--- config.mk ---
export PLATFORM = sky130hd
export DESIGN_NAME = word_arith_host_flat
export DESIGN_NICKNAME = d
export VERILOG_FILES = /design/src/rtl/word_arith_pkg.sv /design/src/rtl/word_arith_host_if.sv /design/src/rtl/wa_seq_divider.sv /design/src/rtl/word_arith_host.sv /design/src/flat_wrapper.sv
export SDC_FILE = /design/constraint.sdc
export NUM_CORES = 1
export LEC_CHECK = 0
export BUFFER_PORTS_ARGS = -buffer_cell sky130_fd_sc_hd__buf_2
export CORE_ASPECT_RATIO = 0.6
export CORE_MARGIN = 4
export CORE_UTILIZATION = 41
export DETAILED_ROUTE_END_ITERATION = 8
export GPL_ROUTABILITY_DRIVEN = 0
export SYNTH_ARGS = -nofsm -noshare
export SYNTH_HDL_FRONTEND = slang
export SYNTH_SLANG_ARGS = --single-unit
export TNS_END_PERCENT = 1
--- constraint.sdc ---
create_clock -name clk -period 3.7 [get_ports clk]
set_input_delay 0.74 -clock clk [delete_from_list [all_inputs] [get_ports clk]]
set_output_delay 0.74 -clock clk [all_outputs]
set_load 0.05 [all_outputs]
--- src/rtl/word_arith_pkg.sv ---
// Shared width, state encoding and reference function for the word-arithmetic host.
// f(x) = ((((x+1)**2) * (x-2)) / 3) % (x+1), all values wrapping at W bits.
package word_arith_pkg;

   localparam int W     = 8;
   localparam int CNT_W = $clog2(W);

   localparam logic [W-1:0]     DIV_CONST = W'(3);
   localparam logic [W-1:0]     ONE_W     = W'(1);
   localparam logic [W-1:0]     TWO_W     = W'(2);
   localparam logic [W:0]       ONE_C     = (W+1)'(1);
   localparam logic [CNT_W-1:0] LAST_BIT  = CNT_W'(W-1);

   typedef enum logic [2:0] {
      ST_IDLE   = 3'd0,
      ST_DRIVE  = 3'd1,
      ST_MUL1   = 3'd2,
      ST_MUL2   = 3'd3,
      ST_DIV1   = 3'd4,
      ST_DIV2   = 3'd5,
      ST_CMP    = 3'd6,
      ST_FINISH = 3'd7
   } wa_state_t;

   function automatic logic [W-1:0] wa_ref(input logic [W-1:0] x);
      logic [W-1:0] a;
      logic [W-1:0] p;
      logic [W-1:0] m;
      logic [W-1:0] q;
      logic [W-1:0] r;
      a = x + ONE_W;
      p = a * a;
      m = p * (x - TWO_W);
      q = m / DIV_CONST;
      if (a == '0) begin
         r = '0;
      end else begin
         r = q % a;
      end
      return r;
   endfunction

endpackage

--- src/rtl/word_arith_host_if.sv ---
// Host-side bundle: sweep control, device stimulus/response and result counters.
interface word_arith_host_if;
   import word_arith_pkg::*;

   logic         start;
   logic [W-1:0] x_first;
   logic [W-1:0] x_last;
   logic [W-1:0] dut_in;
   logic [W-1:0] dut_out;
   logic         dut_cont;
   logic         busy;
   logic         done;
   logic [W:0]   vec_cnt;
   logic [W:0]   skip_cnt;
   logic [W:0]   err_cnt;
   logic         first_bad_valid;
   logic [W-1:0] first_bad_x;

   modport master (
      input  start, x_first, x_last, dut_out, dut_cont,
      output dut_in, busy, done, vec_cnt, skip_cnt, err_cnt, first_bad_valid, first_bad_x
   );

   modport slave (
      output start, x_first, x_last, dut_out, dut_cont,
      input  dut_in, busy, done, vec_cnt, skip_cnt, err_cnt, first_bad_valid, first_bad_x
   );

endinterface

--- src/rtl/wa_seq_divider.sv ---
// Unsigned restoring divider, one quotient bit per cycle; the first step runs in the start cycle,
// so quotient/remainder and the done pulse appear W cycles after start.
module wa_seq_divider
   import word_arith_pkg::*;
(
   input  logic         clk,
   input  logic         rst,
   input  logic         start,
   input  logic [W-1:0] dividend,
   input  logic [W-1:0] divisor,
   output logic [W-1:0] quotient,
   output logic [W-1:0] remainder,
   output logic         done
);

   logic [W-1:0]     rem_r;
   logic [W-1:0]     quo_r;
   logic [W-1:0]     div_r;
   logic [CNT_W-1:0] cnt_r;
   logic             busy_r;
   logic             done_r;

   logic [W-1:0]     rem_src_s;
   logic [W-1:0]     quo_src_s;
   logic [W-1:0]     div_src_s;
   logic [CNT_W-1:0] idx_s;
   logic [W:0]       shift_s;
   logic [W:0]       diff_s;
   logic [W-1:0]     rem_nxt_s;
   logic             qbit_s;
   logic             active_s;
   logic             last_s;

   // One restoring step on either freshly loaded operands or the running state.
   always_comb begin
      rem_src_s = start ? '0 : rem_r;
      quo_src_s = start ? dividend : quo_r;
      div_src_s = start ? divisor : div_r;
      idx_s     = start ? '0 : cnt_r;
      shift_s   = {rem_src_s, quo_src_s[W-1]};
      diff_s    = shift_s - {1'b0, div_src_s};
      active_s  = start | busy_r;
      last_s    = (idx_s == LAST_BIT);
      if (shift_s >= {1'b0, div_src_s}) begin
         rem_nxt_s = diff_s[W-1:0];
         qbit_s    = 1'b1;
      end else begin
         rem_nxt_s = shift_s[W-1:0];
         qbit_s    = 1'b0;
      end
   end

   // Divider state: partial remainder, dividend/quotient shift register, step counter.
   always_ff @(posedge clk or negedge rst) begin
      if (!rst) begin
         rem_r  <= '0;
         quo_r  <= '0;
         div_r  <= '0;
         cnt_r  <= '0;
         busy_r <= 1'b0;
         done_r <= 1'b0;
      end else if (active_s) begin
         rem_r  <= rem_nxt_s;
         quo_r  <= {quo_src_s[W-2:0], qbit_s};
         div_r  <= div_src_s;
         cnt_r  <= last_s ? '0 : idx_s + CNT_W'(1);
         busy_r <= !last_s;
         done_r <= last_s;
      end else begin
         done_r <= 1'b0;
      end
   end

   assign quotient  = quo_r;
   assign remainder = rem_r;
   assign done      = done_r;

endmodule

--- src/rtl/word_arith_host.sv ---
// Sweeps operands into the word-arithmetic device and checks each response against
// a locally computed f(x) built from a shift/add multiplier and a restoring divider.
module word_arith_host
   import word_arith_pkg::*;
(
   input  logic              clk,
   input  logic              rst,
   word_arith_host_if.master bus
);

   wa_state_t        state_r, state_nxt_s;
   logic [CNT_W-1:0] cnt_r;
   logic [W-1:0]     x_r, last_r, a_r, d_r;
   logic [W-1:0]     acc_r, mc_r, mp_r;
   logic [W-1:0]     dut_in_r, fb_x_r;
   logic [W:0]       vec_r, skip_r, err_r;
   logic             fb_valid_r, busy_r, done_r;
   logic             busy_nxt_s, done_nxt_s;

   logic [W-1:0]     acc_sum_s;
   logic             phase_end_s;
   logic             mismatch_s;
   logic             div_start_s, div_done_s;
   logic [W-1:0]     div_dividend_s, div_divisor_s, div_quo_s, div_rem_s;

   wa_seq_divider u_div (
      .clk       (clk),
      .rst       (rst),
      .start     (div_start_s),
      .dividend  (div_dividend_s),
      .divisor   (div_divisor_s),
      .quotient  (div_quo_s),
      .remainder (div_rem_s),
      .done      (div_done_s)
   );

   // Multiplier adder, phase end, device check and divider operand selection.
   always_comb begin
      acc_sum_s   = acc_r + (mp_r[0] ? mc_r : '0);
      phase_end_s = (cnt_r == LAST_BIT);
      mismatch_s  = !bus.dut_cont || (bus.dut_out != div_rem_s);
      // DIV2 is launched by DIV1's done pulse so it divides the settled quotient.
      if (state_r == ST_DIV1) begin
         div_start_s    = (cnt_r == '0);
         div_dividend_s = acc_r;
         div_divisor_s  = DIV_CONST;
      end else begin
         div_start_s    = (state_r == ST_DIV2) && div_done_s;
         div_dividend_s = div_quo_s;
         div_divisor_s  = a_r;
      end
   end

   // State register.
   always_ff @(posedge clk or negedge rst) begin
      if (!rst) begin
         state_r <= ST_IDLE;
      end else begin
         state_r <= state_nxt_s;
      end
   end

   // Next-state logic.
   always_comb begin
      state_nxt_s = state_r;
      case (state_r)
         ST_IDLE:   if (bus.start) state_nxt_s = ST_DRIVE; else state_nxt_s = ST_IDLE;
         ST_DRIVE:  state_nxt_s = ST_MUL1;
         ST_MUL1:   if (phase_end_s) state_nxt_s = ST_MUL2; else state_nxt_s = ST_MUL1;
         ST_MUL2:   if (phase_end_s) state_nxt_s = ST_DIV1; else state_nxt_s = ST_MUL2;
         ST_DIV1:   if (phase_end_s) state_nxt_s = ST_DIV2; else state_nxt_s = ST_DIV1;
         ST_DIV2:   if (phase_end_s) state_nxt_s = ST_CMP; else state_nxt_s = ST_DIV2;
         ST_CMP:    if (x_r == last_r) state_nxt_s = ST_FINISH; else state_nxt_s = ST_DRIVE;
         ST_FINISH: state_nxt_s = ST_IDLE;
         default:   state_nxt_s = ST_IDLE;
      endcase
   end

   // Output decode from the next state, registered below so busy/done track the state exactly.
   always_comb begin
      busy_nxt_s = 1'b0;
      done_nxt_s = 1'b0;
      case (state_nxt_s)
         ST_IDLE:   busy_nxt_s = 1'b0;
         ST_FINISH: done_nxt_s = 1'b1;
         default:   busy_nxt_s = 1'b1;
      endcase
   end

   // Registered status outputs.
   always_ff @(posedge clk or negedge rst) begin
      if (!rst) begin
         busy_r <= 1'b0;
         done_r <= 1'b0;
      end else begin
         busy_r <= busy_nxt_s;
         done_r <= done_nxt_s;
      end
   end

   // Operand sequencing, multiplier datapath and result tallies.
   always_ff @(posedge clk or negedge rst) begin
      if (!rst) begin
         cnt_r      <= '0;
         x_r        <= '0;
         last_r     <= '0;
         a_r        <= '0;
         d_r        <= '0;
         acc_r      <= '0;
         mc_r       <= '0;
         mp_r       <= '0;
         dut_in_r   <= '0;
         vec_r      <= '0;
         skip_r     <= '0;
         err_r      <= '0;
         fb_valid_r <= 1'b0;
         fb_x_r     <= '0;
      end else begin
         if (state_r inside {ST_MUL1, ST_MUL2, ST_DIV1, ST_DIV2}) begin
            cnt_r <= phase_end_s ? '0 : cnt_r + CNT_W'(1);
         end else begin
            cnt_r <= '0;
         end
         case (state_r)
            ST_IDLE: begin
               if (bus.start) begin
                  x_r        <= bus.x_first;
                  last_r     <= bus.x_last;
                  vec_r      <= '0;
                  skip_r     <= '0;
                  err_r      <= '0;
                  fb_valid_r <= 1'b0;
                  fb_x_r     <= '0;
               end
            end
            ST_DRIVE: begin
               dut_in_r <= x_r;
               a_r      <= x_r + ONE_W;
               d_r      <= x_r - TWO_W;
               acc_r    <= '0;
               mc_r     <= x_r + ONE_W;
               mp_r     <= x_r + ONE_W;
            end
            ST_MUL1: begin
               // On the last bit, p becomes the multiplier of the second product.
               if (phase_end_s) begin
                  acc_r <= '0;
                  mc_r  <= d_r;
                  mp_r  <= acc_sum_s;
               end else begin
                  acc_r <= acc_sum_s;
                  mc_r  <= {mc_r[W-2:0], 1'b0};
                  mp_r  <= {1'b0, mp_r[W-1:1]};
               end
            end
            ST_MUL2: begin
               acc_r <= acc_sum_s;
               mc_r  <= {mc_r[W-2:0], 1'b0};
               mp_r  <= {1'b0, mp_r[W-1:1]};
            end
            ST_CMP: begin
               vec_r <= vec_r + ONE_C;
               if (a_r == '0) begin
                  skip_r <= skip_r + ONE_C;
               end else if (mismatch_s) begin
                  err_r <= err_r + ONE_C;
                  if (!fb_valid_r) begin
                     fb_valid_r <= 1'b1;
                     fb_x_r     <= x_r;
                  end
               end
               if (x_r != last_r) begin
                  x_r <= x_r + ONE_W;
               end
            end
            default: begin
            end
         endcase
      end
   end

   assign bus.dut_in          = dut_in_r;
   assign bus.busy            = busy_r;
   assign bus.done            = done_r;
   assign bus.vec_cnt         = vec_r;
   assign bus.skip_cnt        = skip_r;
   assign bus.err_cnt         = err_r;
   assign bus.first_bad_valid = fb_valid_r;
   assign bus.first_bad_x     = fb_x_r;

endmodule
--- src/flat_wrapper.sv ---
// flat-port wrapper written by rule: the top's interface ports become plain ports
module word_arith_host_flat import word_arith_pkg::*;
  (clk, rst, bus_start, bus_x_first, bus_x_last, bus_dut_out, bus_dut_cont, bus_dut_in, bus_busy, bus_done, bus_vec_cnt, bus_skip_cnt, bus_err_cnt, bus_first_bad_valid, bus_first_bad_x);
  word_arith_host_if bus_i ();
  input  logic clk;
  input  logic rst;
  input wire logic [$bits(bus_i.start)-1:0] bus_start;
  input wire logic [$bits(bus_i.x_first)-1:0] bus_x_first;
  input wire logic [$bits(bus_i.x_last)-1:0] bus_x_last;
  input wire logic [$bits(bus_i.dut_out)-1:0] bus_dut_out;
  input wire logic [$bits(bus_i.dut_cont)-1:0] bus_dut_cont;
  output wire logic [$bits(bus_i.dut_in)-1:0] bus_dut_in;
  output wire logic [$bits(bus_i.busy)-1:0] bus_busy;
  output wire logic [$bits(bus_i.done)-1:0] bus_done;
  output wire logic [$bits(bus_i.vec_cnt)-1:0] bus_vec_cnt;
  output wire logic [$bits(bus_i.skip_cnt)-1:0] bus_skip_cnt;
  output wire logic [$bits(bus_i.err_cnt)-1:0] bus_err_cnt;
  output wire logic [$bits(bus_i.first_bad_valid)-1:0] bus_first_bad_valid;
  output wire logic [$bits(bus_i.first_bad_x)-1:0] bus_first_bad_x;
  assign bus_i.start = bus_start;
  assign bus_i.x_first = bus_x_first;
  assign bus_i.x_last = bus_x_last;
  assign bus_i.dut_out = bus_dut_out;
  assign bus_i.dut_cont = bus_dut_cont;
  assign bus_dut_in = bus_i.dut_in;
  assign bus_busy = bus_i.busy;
  assign bus_done = bus_i.done;
  assign bus_vec_cnt = bus_i.vec_cnt;
  assign bus_skip_cnt = bus_i.skip_cnt;
  assign bus_err_cnt = bus_i.err_cnt;
  assign bus_first_bad_valid = bus_i.first_bad_valid;
  assign bus_first_bad_x = bus_i.first_bad_x;
  word_arith_host u_core (.clk(clk), .rst(rst), .bus(bus_i));
endmodule
# == Yosys cells after proc, flatten, opt, wreduce, memory -nomap -nowiden ==
# Index checks and enable logic that the tools add are counted.
# totals
regBits,137
latch_bits,0
mem_bits_rw,0
romBits,0
in_bits,28
output_inout_bits,46
elab_cells,119
n_memories,0
# classes
n_addsub,9
multipliers,0
n_div,0
magnitude_cmp,1
n_eq_ne,19
shift,0
n_mux,48
bitwise_logic,1
reduce_logical,18
# ops
operator,n
$mux 8,16
$pmux 8 s3,3
$pmux 9 s2,3
$mux 9,4
$pmux 8 s2,2
$add 9x1->9 const B,3
$pmux 3 s8,1
$eq 3x3->1 const B,7
$mux 3,6
$ne 8x8->1,2
$mux 1,11
$ge 9x8->1,1
$logic_not 3->1,3
$add 8x1->8 const B,1
$add 8x8->8,1
$eq 8x8->1,1
$logic_not 8->1,1
$sub 8x2->8 const B,1
$sub 8x8->8,1
$add 3x1->3 const B,2
$eq 3x2->1 const B,2
$ne 2x1->1 const B,3
$ne 2x2->1 const B,3
$reduce_and 3->1,2
14 further kinds,16

# == Logic depth before layout (Yosys ltp) ==
# logic_depth
ltp_word,6
ltp_mapped,15
ltp_nobuf,13

# == Cells and area by module ==
# A second synthesis with hierarchy kept.
# hier_totals
cells_unflattened,814
hier_area_um2,7687.4
# by_module_without_submodules
module,instances,cells_per_inst,area_each_um2,seq_area_each_um2
word_arith_host,1,638,5903.2,2677.6
wa_seq_divider,1,176,1784.2,725.7

# == Worst setup path before layout ==
# OpenSTA, ideal clock, no wires.
# synth_path
path_type,register to register
startpoint,reg u_core.cnt_r[0]
endpoint,reg u_core.u_div.rem_r[5] (netlist: u_core.u_div.remainder[5])
setup_ps,126
t_arrival_ps,3106
required_ps,3574
setup_slack_ps,468
stages_incl_launch_ff,14
n_path_buf,2
synth_period_minus_slack_ps,3232
cell_sequence,dfrtp_1 inv_1 ha_1 or3b_1 a21o_1 clkbuf_1 clkbuf_1 and2_1 ha_1 a21oi_1 a21oi_1 o31ai_4 a21oi_4 a221o_1
# synth_via
elab_chain_cells,5
elab_cells_between_ends,9
classes_between,1 x add/sub; 1 x order compare; 5 x mux; 1 x bitwise; 1 x reduce/logical
# synth_lines
element,line,text
start: declaration,word_arith_host.sv:12,logic [CNT_W-1:0] cnt_r;
start signal: assignment,word_arith_host.sv:120,cnt_r <= phase_end_s ? '0 : cnt_r + CNT_W'(1);
$logic_not 3->1 *,word_arith_host.sv:44,div_start_s = (cnt_r == '0);
$mux 1 *,word_arith_host.sv:43,if (state_r == ST_DIV1) begin
"$mux 8, on equally long branches","wa_seq_divider.sv:37, wa_seq_divider.sv:36, wa_seq_divider.sv:38",
$sub 8x8->8 or $ge 9x8->1 (tied branches),"wa_seq_divider.sv:41, wa_seq_divider.sv:44",
$mux 8,wa_seq_divider.sv:44,"if (shift_s >= {1'b0, div_src_s}) begin"
end signal: assignment,wa_seq_divider.sv:63,rem_r <= rem_nxt_s;
end: declaration,wa_seq_divider.sv:16,logic [W-1:0] rem_r;
# Every way passes the cells marked *; elsewhere a longest branch is shown, timed or not.
# A chain may end at the register's enable or synchronous reset.

# == Worst setup path in the final report ==
# layout_path
startpoint,reg u_core.cnt_r[0]
endpoint,reg u_core.u_div.rem_r[1] (netlist: u_core.u_div.remainder[1])
# The elaborated chain is that of the path after synthesis.

==> key figures <==
GRT
  • Gr usage total: 18.9%
  • Largest net degree at the start of global routing: 70
  • Wire length of the first global-routing pass: 31100 µm
  • Number of global-route vias before repair: 5724
  • Number of antenna violations at the first check in global routing: 0
  • Overflow left after global routing: 0

Synthesis
  • Predominant post-synthesis flop cell: sky130_fd_sc_hd__dfrtp_1
  • Mapped Cells: just over 800
  • Netlist area before placement: 0.00739 mm²
  • Syn avg cell area: 9.17 µm²
  • Total of flip-flops plus latches after synthesis: 136
  • Number of warnings printed during yosys synthesis: 0
  • Sequential-to-total area share from yosys stat: roughly 46%
  • Post-Syn Nets: roughly 860
  • Number of enable-type register cells in the synthesized netlist: 0
  • Unique masters post-synth: 70
  • Async set-reset flop share out of synthesis: 100%

Setup path
  • Crit. End Element: flop
  • Worst reg2reg setup slack: roughly 0.33 ns
  • Kind of start point of the critical path: flop
  • WP data required: 4.05 ns
  • CP max FO: 13
  • Data arrival time at the worst-slack endpoint: around 3.7 ns
  • Crit Path Class: reg -> reg

Finish
  • ANT cells: 0
  • Sequential cell area in the final layout: 0.00340 mm²
  • Fraction of final layout cells sized beyond drive strength 1: ~16%
  • Fill cells: ~1700
  • Layout overhead on the synthesized area: 16.2%
  • Fin nets: 928
  • Area used by multi-input combinational logic: 0.00364 mm²

Clocking
  • Buffer levels on the longest clock path: 2
  • Clock sink count: about 140
  • Worst-path clk slew: 0.06 ns
  • Skew-Pair Late Insertion Delay: 0.42 ns
  • CTS-repair resized insts: 0
  • Cell at the root of the clock tree: sky130_fd_sc_hd__clkbuf_16
  • Deepest level of the CTS H-tree: 4
  • CTS buffer count: 17
  • Clock tree from TritonCTS: done
  • Buffer count from post-CTS setup fixing: 0
  • Number of hold buffers added after CTS: 0

Die
  • Top-level port count: 74
  • Height of the chip: between 100 and 150 µm
  • Row cnt: 37
  • Die area: 0.0203 mm²
  • Die X: 181 µm
  • Initial cell density of the core: between 40% and 50%
  • Core ar.: 0.0174 mm²

Detailed routing
  • Met3 Routed Length: 1080 µm
  • Mean number of vias per cell: between 5 and 6
  • Total Routed Length: 18900 µm
  • Highest Signal Layer: met4
  • WL per Instance: approximately 17 µm
  • Remaining antenna violation count after routing: 0
  • Iteration-0 DRC Markers: 479
  • Met2 wire length: 7390 µm
  • Router iterations before antenna repair: 5
  • DRC violations left: 0
  • Routed length on met1: 10400 µm
  • Overall via count from detail_route: a little under 6000

STA
  • Hold violation count in the final report: 0
  • Maximum operating frequency: 296 MHz
  • Worst slew slack as a fraction of its limit: 47.9%
  • Final worst path period need: 3.37 ns
  • Setup Total Neg Slack: 0 ns
  • Max-slew violation total from the final report: 0
  • Period utilisation layout: roughly nine tenths
  • Clock tree skew after final layout: 0.0133 ns
  • Crit path setup slack, layout: 0.326 ns
  • RSZ-0062 raised after global routing: no
  • Total of endpoints with negative setup slack in the final report: 0
  • Transition time of the tightest slew-check pin: 0.779 ns

Power and ir drop
  • Worst supply voltage drop on vdd: 478 µV
  • Lkg Pwr: between 4 and 5 nW
  • Power Dens Cells: 900 mW/mm²

Status
  • Outcome: finished clean

Run
  • Maximum capacitance violations: 0

Placed design
  • # port buffers: 73
  • Worst-case setup slack after placement: 0.399 ns
  • Post-DP HPWL: 13500 µm

Min path
  • Hold crit path type: in -> async
[layer usage]
metal  GRT usage (%)  vias to the layer above
met5               0                        -
met4            3.10                        0
met3            4.41                        7
met2            24.9                      160
met1            31.3                     2826
li1                -                     2928
[registers in the layout, summed over array words and instances, names as in the netlist]
signal,count
u_core.u_div.cnt_r,3
u_core.bus.first_bad_valid,1
u_core.u_div.remainder,8
u_core.bus.busy,1
u_core.d_r,7
u_core.u_div.quotient,8
u_core.x_r,8
u_core.mp_r,8
u_core.u_div.busy_r,1
u_core.bus.dut_in,8
u_core.bus.vec_cnt,9
u_core.bus.err_cnt,9
u_core.bus.first_bad_x,8
u_core.last_r,8
u_core.u_div.div_r,8
u_core.acc_r,8
u_core.state_r,3
u_core.a_r,8
u_core.mc_r,8
u_core.cnt_r,3
u_core.bus.skip_cnt,9
u_core.bus.done,1
u_core.u_div.done,1
[cells by family (layout without fill, tap and decap cells)]
| logic type | after synthesis | count (layout) | synth area share, % |
|---|---|---|---|
| xor+xnor | 45 | 45 | 5.34 |
| simple gates | 341 | 341 | 22.4 |
| fa+ha+maj | 28 | 28 | 4.95 |
| flops | 136 | 136 | 46.1 |
| buf+inv | 76 | 155 | 4.64 |
| mux | 12 | 12 | 1.73 |
| compound gates | 168 | 168 | 14.9 |
[where the power goes]
| part | switching (mW) | internal (mW) |
|---|---|---|
| logic | 2.11 | 1.17 |
| clock network | 0.665 | 1.11 |
| registers | 0.613 | 2.05 |
[Yosys cell counts, types with 5 or more instances]
library cell,number,area (µm²)
sky130_fd_sc_hd__a21o_1,5,37.5
sky130_fd_sc_hd__a21oi_1,27,135
sky130_fd_sc_hd__a221o_1,5,50.1
sky130_fd_sc_hd__a22o_1,6,52.6
sky130_fd_sc_hd__a22oi_1,10,75.1
sky130_fd_sc_hd__a31oi_1,13,81.3
sky130_fd_sc_hd__and2_1,22,138
sky130_fd_sc_hd__and3_1,15,93.8
sky130_fd_sc_hd__buf_2,19,95.1
sky130_fd_sc_hd__clkbuf_1,18,67.6
sky130_fd_sc_hd__dfrtp_1,136,3400
sky130_fd_sc_hd__ha_1,26,325
sky130_fd_sc_hd__inv_1,32,120
sky130_fd_sc_hd__mux2i_1,6,60.1
sky130_fd_sc_hd__nand2_1,173,649
sky130_fd_sc_hd__nand3_1,34,170
sky130_fd_sc_hd__nand4_1,12,75.1
sky130_fd_sc_hd__nor2_1,36,135
sky130_fd_sc_hd__nor2b_1,8,50.1
sky130_fd_sc_hd__nor3_1,7,35.0
sky130_fd_sc_hd__o21ai_0,47,235
sky130_fd_sc_hd__o21ai_1,11,55.1
sky130_fd_sc_hd__o22ai_1,11,68.8
sky130_fd_sc_hd__xnor2_1,17,149
sky130_fd_sc_hd__xor2_1,28,245
[per-stage QoR]
| step | area, µm² | cells | hold slack, ns | utilization (%) | total power, mW |
|---|---|---|---|---|---|
| final | 8580 | 1119 | 0.329 | 49.3 | 7.72 |
| after global routing | 8580 | 1119 | 0.394 | 49.3 | 8.26 |
| after CTS | 8580 | 1119 | 0.368 | 49.3 | 7.74 |
| after detailed placement | 7960 | 1087 | 0.458 | 45.8 | 5.93 |
| after global placement | 7960 | 1087 | 0.458 | 45.8 | 5.89 |
| after floorplan | 7390 | 806 | 0.438 | - | 5.04 |
[path summary, 6_finish.rpt]
kind / to / from / depth (start not counted)
worst max-delay path: u_core.u_div.remainder[1] / u_core.cnt_r[0] / 11
worst min register to register: u_core.cnt_r[0] / u_core.cnt_r[0] / 1
min in group clk: u_core.cnt_r[0] / u_core.cnt_r[0] / 1
worst max register to register: u_core.u_div.remainder[1] / u_core.cnt_r[0] / 11
worst min-delay path: u_core.u_div.remainder[7] / rst / 1
max in group asynchronous: u_core.bus.dut_in[1] / rst / 2
[layout make-up]
cell class	count	share of cell area [%]
multi-input combinational	594	42.4
timing repair buffer	91	5.91
tap	234	3.41
sequential	136	39.7
inverter	32	1.40
clock inverter	11	1.71
clock buffer	21	5.48
[cells in the final DEF (no fill, tap or decap), types with 18 or more instances in the layout]
master                    instances
sky130_fd_sc_hd__a21oi_1         27
sky130_fd_sc_hd__o21ai_0         47
sky130_fd_sc_hd__inv_1           32
sky130_fd_sc_hd__dfrtp_1        136
sky130_fd_sc_hd__ha_1            26
sky130_fd_sc_hd__nand2_1        173
sky130_fd_sc_hd__and2_1          22
sky130_fd_sc_hd__buf_4           18
sky130_fd_sc_hd__nand3_1         34
sky130_fd_sc_hd__buf_2           72
sky130_fd_sc_hd__nor2_1          36
sky130_fd_sc_hd__xor2_1          28
[worst max-delay path, cell delays in order (launching register included)]
cell                      delay, ns
sky130_fd_sc_hd__dfrtp_1       0.39
sky130_fd_sc_hd__inv_1         0.06
sky130_fd_sc_hd__ha_1          0.18
sky130_fd_sc_hd__or3b_1        0.36
sky130_fd_sc_hd__a21o_1        0.33
sky130_fd_sc_hd__and2_1        0.23
sky130_fd_sc_hd__ha_1          0.34
sky130_fd_sc_hd__a21oi_1       0.23
sky130_fd_sc_hd__a21oi_1       0.15
sky130_fd_sc_hd__o31ai_4       0.46
sky130_fd_sc_hd__and4_1        0.39
sky130_fd_sc_hd__a221o_1       0.19
(Power assumes the default switching activity.)
